--- config.mk ---
export PLATFORM = sky130hd
export DESIGN_NAME = vga_fb_scanout
export DESIGN_NICKNAME = d
export VERILOG_FILES = /design/src/rtl/vga_fb_scanout.sv
export SDC_FILE = /design/constraint.sdc
export NUM_CORES = 1
export LEC_CHECK = 0
export CAP_MARGIN = 10
export CORE_ASPECT_RATIO = 1.5
export CORE_MARGIN = 2
export CORE_UTILIZATION = 45
export CTS_CLUSTER_SIZE = 10
export DETAILED_ROUTE_END_ITERATION = 10
export DONT_BUFFER_PORTS = 1
export SLEW_MARGIN = 0
export SYNTH_ARGS = -nofsm -noshare
export SYNTH_HDL_FRONTEND = slang
export SYNTH_SLANG_ARGS = --single-unit
--- constraint.sdc ---
create_clock -name clk -period 3.4 [get_ports clk]
set_input_delay 0.68 -clock clk [delete_from_list [all_inputs] [get_ports clk]]
set_output_delay 0.68 -clock clk [all_outputs]
set_load 0.02 [all_outputs]
--- src/rtl/vga_fb_scanout.sv ---
// Raster-order reader for the 160x120x3 framebuffer: each stored pixel is repeated
// 4x4 onto a 640x480@60 VGA frame, with sync/blank timing and a per-frame tick.
module vga_fb_scanout #(
  parameter int H_VIS       = 640,
  parameter int H_FP        = 16,
  parameter int H_SW        = 96,
  parameter int H_BP        = 48,
  parameter int V_VIS       = 480,
  parameter int V_FP        = 10,
  parameter int V_SW        = 2,
  parameter int V_BP        = 33,
  parameter int FB_W        = 160,
  parameter int SCALE_SHIFT = 2,
  parameter int ADDR_W      = 15
) (
  input  logic              clk,
  input  logic              resetn,
  output logic [ADDR_W-1:0] fb_addr,
  output logic              fb_rd,
  input  logic [2:0]        fb_data,
  output logic              VGA_CLK,
  output logic              VGA_HS,
  output logic              VGA_VS,
  output logic              VGA_BLANK_N,
  output logic              VGA_SYNC_N,
  output logic [9:0]        VGA_R,
  output logic [9:0]        VGA_G,
  output logic [9:0]        VGA_B,
  output logic              frame_start
);

  localparam int H_TOT = H_VIS + H_FP + H_SW + H_BP;
  localparam int V_TOT = V_VIS + V_FP + V_SW + V_BP;
  localparam int HW    = $clog2(H_TOT);
  localparam int VW    = $clog2(V_TOT);

  localparam logic [HW-1:0] H_LAST   = HW'(H_TOT - 1);
  localparam logic [HW-1:0] H_VIS_L  = HW'(H_VIS);
  localparam logic [HW-1:0] HS_BEG_L = HW'(H_VIS + H_FP);
  localparam logic [HW-1:0] HS_END_L = HW'(H_VIS + H_FP + H_SW);
  localparam logic [VW-1:0] V_LAST   = VW'(V_TOT - 1);
  localparam logic [VW-1:0] V_VIS_L  = VW'(V_VIS);
  localparam logic [VW-1:0] VS_BEG_L = VW'(V_VIS + V_FP);
  localparam logic [VW-1:0] VS_END_L = VW'(V_VIS + V_FP + V_SW);

  logic              phase_q;
  logic [HW-1:0]     h_q;
  logic [VW-1:0]     v_q;
  logic [ADDR_W-1:0] fb_addr_q;
  logic              fb_rd_q;
  logic              hs_dly_q, vs_dly_q, vis_dly_q, first_dly_q;
  logic              hs_q, vs_q, blank_n_q, frame_start_q;
  logic [2:0]        rgb_q;

  logic              vis_d, hs_d, vs_d, first_d;
  logic [ADDR_W-1:0] x_ext, y_ext, addr_d;

  assign vis_d   = (h_q < H_VIS_L) && (v_q < V_VIS_L);
  assign hs_d    = !((h_q >= HS_BEG_L) && (h_q < HS_END_L));
  assign vs_d    = !((v_q >= VS_BEG_L) && (v_q < VS_END_L));
  assign first_d = (h_q == '0) && (v_q == '0);

  assign x_ext = ADDR_W'(h_q >> SCALE_SHIFT);
  assign y_ext = ADDR_W'(v_q >> SCALE_SHIFT);

  // A 160-pixel row stride is 128+32, so the row offset needs no multiplier.
  generate
    if (FB_W == 160) begin : gen_stride_shift
      assign addr_d = (y_ext << 7) + (y_ext << 5) + x_ext;
    end else begin : gen_stride_mul
      localparam logic [ADDR_W-1:0] FB_W_L = ADDR_W'(FB_W);
      assign addr_d = y_ext * FB_W_L + x_ext;
    end
  endgenerate

  always_ff @(posedge clk) begin
    if (!resetn) begin
      phase_q       <= 1'b0;
      h_q           <= '0;
      v_q           <= '0;
      fb_addr_q     <= '0;
      fb_rd_q       <= 1'b0;
      hs_dly_q      <= 1'b1;
      vs_dly_q      <= 1'b1;
      vis_dly_q     <= 1'b0;
      first_dly_q   <= 1'b0;
      hs_q          <= 1'b1;
      vs_q          <= 1'b1;
      blank_n_q     <= 1'b0;
      rgb_q         <= 3'b000;
      frame_start_q <= 1'b0;
    end else begin
      phase_q       <= ~phase_q;
      frame_start_q <= 1'b0;
      if (phase_q) begin
        if (h_q == H_LAST) begin
          h_q <= '0;
          v_q <= (v_q == V_LAST) ? '0 : v_q + 1'b1;
        end else begin
          h_q <= h_q + 1'b1;
        end
        // Stage 1: issue the read and delay the flags to line up with fb_data.
        fb_rd_q <= vis_d;
        if (vis_d) fb_addr_q <= addr_d;
        hs_dly_q    <= hs_d;
        vs_dly_q    <= vs_d;
        vis_dly_q   <= vis_d;
        first_dly_q <= first_d;
        // Stage 2: every pin updates together from the delayed flags.
        hs_q          <= hs_dly_q;
        vs_q          <= vs_dly_q;
        blank_n_q     <= vis_dly_q;
        rgb_q         <= vis_dly_q ? fb_data : 3'b000;
        frame_start_q <= first_dly_q;
      end
    end
  end

  assign fb_addr     = fb_addr_q;
  assign fb_rd       = fb_rd_q;
  assign VGA_CLK     = phase_q;
  assign VGA_HS      = hs_q;
  assign VGA_VS      = vs_q;
  assign VGA_BLANK_N = blank_n_q;
  assign VGA_SYNC_N  = 1'b1;
  assign VGA_R       = {10{rgb_q[2]}};
  assign VGA_G       = {10{rgb_q[1]}};
  assign VGA_B       = {10{rgb_q[0]}};
  assign frame_start = frame_start_q;

endmodule

==> out/qor.yml <==
status: "finished clean"
critPathCaptureType: "register"
worst_path_dominant_cell_family: "adder cells"
row_count: 34
crit_path_max_incr_delay_ps: 530
routed_wl_um: 5634
worst-slew-pin-transition_ps: 1023
overflow: 0
drive_above_1_share_pct: 7.143
remaining_drc_errors: 0
max-clock-path-buffers: 2
gp_routability_congestion: 0.8295
mapped_nets: 338
yosysUniqueCellTypes: 53
place_ws_ps: 807.8
grt_start_max_net_pins: 40
detail_route.wl_per_cell_um: 16.01
final_max_slew_viol_count: 0
cts_tree: "yes"
cp_launch_type: "register"
yosys_most_used_dff: "dfxtp_1"
synthesis.instances: 312
postCtsHoldBufs: 0
yosysTopAreaCell: "dfxtp_1"
synth_area_um2: 2751
cts.htree.levels: 2
cp_max_fo: 9
synth.top_cell.area_share_pct: 34.20
antenna_violations_before_repair: 0
cts_sinks: 47
antenna_violating_nets_post_route: 0
synth.cells.most_frequent: "dfxtp_1 (47), nand2_1 (34), buf_4 (28)"
post_cts_setup_repair_bufs: 0
timing.critical_path.cells: "fa_1, fa_1, a211oi_1, o21bai_1, a2111o_1, o311ai_0"
clock_period_minus_final_worst_setup_slack_ps: 2602
antenna-diode-count: 0
final-setup-viol-count: 0
cts_inserted_buffers: 5
port_buffers: 0
drt_first_iter_violations: 144
detailed_placement_wirelength_estimate_um: 4096
number_of_detailed_routing_iterations_run_before_antenna_repair: 4
syn2layout_area_growth_pct: -2.728
met3_usage_grt_pct: 3.959
ys_warn_count: 0
grt_met2_usage_pct: 31.98
power-per-cell-area_nw_per_um2: 393.2
synth.yosys.seq_area_share_pct: 34.20
post-route-period-util_pct: 76.52
critical_path.n_buffers_inverters: 0
netlist_top_cells_area: "dfxtp_1 (34%), ha_1 (8.6%), buf_4 (7.6%), nand2_1 (4.6%), a21boi_0 (3.8%)"
hold_path_class: "in2reg"
hold_viol_final: 0
max-vdd-ir-drop_v: 0.0002489
start_util_pct: 46.87
cts.reportedPaths.clkPinSlew_ps: 90
clkLatencyLatePin_ps: 300
grt_usage_pct: 18.60
cp_slowest_cell: "fa_1"
worst-setup-path-type: "reg2reg"
timing.final.ws_setup_ps: 798.4
finalSetupTns_ps: 0
die_width_um: 67.85
die_height_um: 99.77
viasPerCell: 5.727
die-area_um2: 6769
grt_setup_unrepaired: "no"
total_power_mw: 1.052
ys_ff_latch: 47
grt_first_pass_wirelength_um: 9722
async_reset_ff_share_pct: 0
gr_busiest_metal: "met2"
critPathMostFrequentCell: "fa_1"
final_nets: 305
design.core.area_um2: 5871
cap_viol_max_count: 0
grt_pass1_vias: 1963
postCtsResizedCells: 0
power.leakage_nw: 1.020
ctsRootBufferMaster: "clkbuf_8"
yosys.cell_count.top_type: "dfxtp_1"
vias: 2016
fin_worst_skew_ps: 6.178
io_pins: 57
fmaxAchievable_mhz: 384.4
groute.layer.met1.usage_pct: 21.77
worst_ep_required_time_ps: 3590
slew_headroom_pct: 31.81
mapped_avg_cell_area_um2: 8.819
number_of_synthesized_flops_with_an_enable_pin: 0
arrival_ps: 2790
-- path summary, 6_finish.rpt --
check / startpoint / slack [ps] / to / cells after the start
max reg2reg: v_q[2]$_SDFFE_PN0P_ / 800 / fb_addr[12]$_SDFFE_PN0P_ / 6
max: v_q[2]$_SDFFE_PN0P_ / 800 / fb_addr[12]$_SDFFE_PN0P_ / 6
min reg2reg: hs_dly_q$_SDFFE_PN1P_ / 480 / hs_dly_q$_SDFFE_PN1P_ / 1
min: resetn / 460 / VGA_HS$_SDFFE_PN1P_ / 1
-- layout by cell type (no fill, tap or decap), types with 2 or more instances in the layout --
cell type and instances:
inv_1 6, or4_1 3, and3_2 2, dfxtp_2 3
and4_1 2, nand2b_1 7, a21oi_1 13, and3_1 4
nor4b_1 2, o21ai_0 12, dfxtp_1 44, o211ai_1 2
clkbuf_8 6, nand4b_1 2, or3_1 3, nand3_1 16
fa_1 2, ha_1 19, nor3_1 4, o311ai_0 2
a21o_1 2, a211oi_1 3, nor4_1 2, xor2_1 5
o31ai_1 3, nor2b_1 7, and2_1 2, a21boi_0 14
nand2_1 34, xnor2_1 6, buf_4 2, mux2i_1 5
nand4_1 11, nor2_1 13
-- kinds of logic after synthesis --
family	share of synthesized area [%]
AOI/OAI and AO/OA	14.92
DFF	34.20
other	0.1363
muxes	1.819
adders and majority gates	10.10
and+or+nand+nor	23.56
buffers and inverters	11.78
xor gates and xnor gates	3.502
-- power breakdown --
group / leakage (nW) / switching, mW / total (mW) / internal (mW)
clock network: 0.0612 / 0.187 / 0.425 / 0.238
registers: 0.382 / 0.0258 / 0.584 / 0.558
logic: 0.577 / 0.0258 / 0.0433 / 0.0175
total: 1.02 / 0.239 / 1.05 / 0.814
-- per-layer routing --
layer	vias up	part of all wire, %
li1	1014	-
met1	937	41
met2	55	52
met3	10	5.0
met4	0	1.9
met5	-	0
-- state kept, by name (all words and copies together) (netlist names) --
register / flops
VGA_CLK: 1
VGA_HS: 1
rgb_q: 3
h_q: 10
vs_dly_q: 1
frame_start: 1
v_q: 10
VGA_BLANK_N: 1
vis_dly_q: 1
fb_addr: 15
first_dly_q: 1
VGA_VS: 1
hs_dly_q: 1
-- cell type report --
class,instances,area [µm²]
fill,596,3194
multi-input combinational,217,1486
sequential,47,944.7
tap,72,90.09
clock buffer,6,82.58
clock inverter,2,35.03
inverter,6,22.52
timing repair buffer,2,15.01
-- metrics by stage --
stage | utilization, % | cell area, µm² | instances | hold WS (ps)
3_5_place_dp | 43.58 | 2559 | 344 | 464.3
3_3_place_gp | 43.58 | 2559 | 344 | 449.1
4_1_cts | 45.59 | 2676 | 352 | 436.2
5_1_grt | 45.59 | 2676 | 352 | 434.4
6_report | 45.59 | 2676 | 352 | 456.3
2_1_floorplan | - | 2751 | 312 | 416.2
No activity file was read; power rests on OpenSTA's default activity.
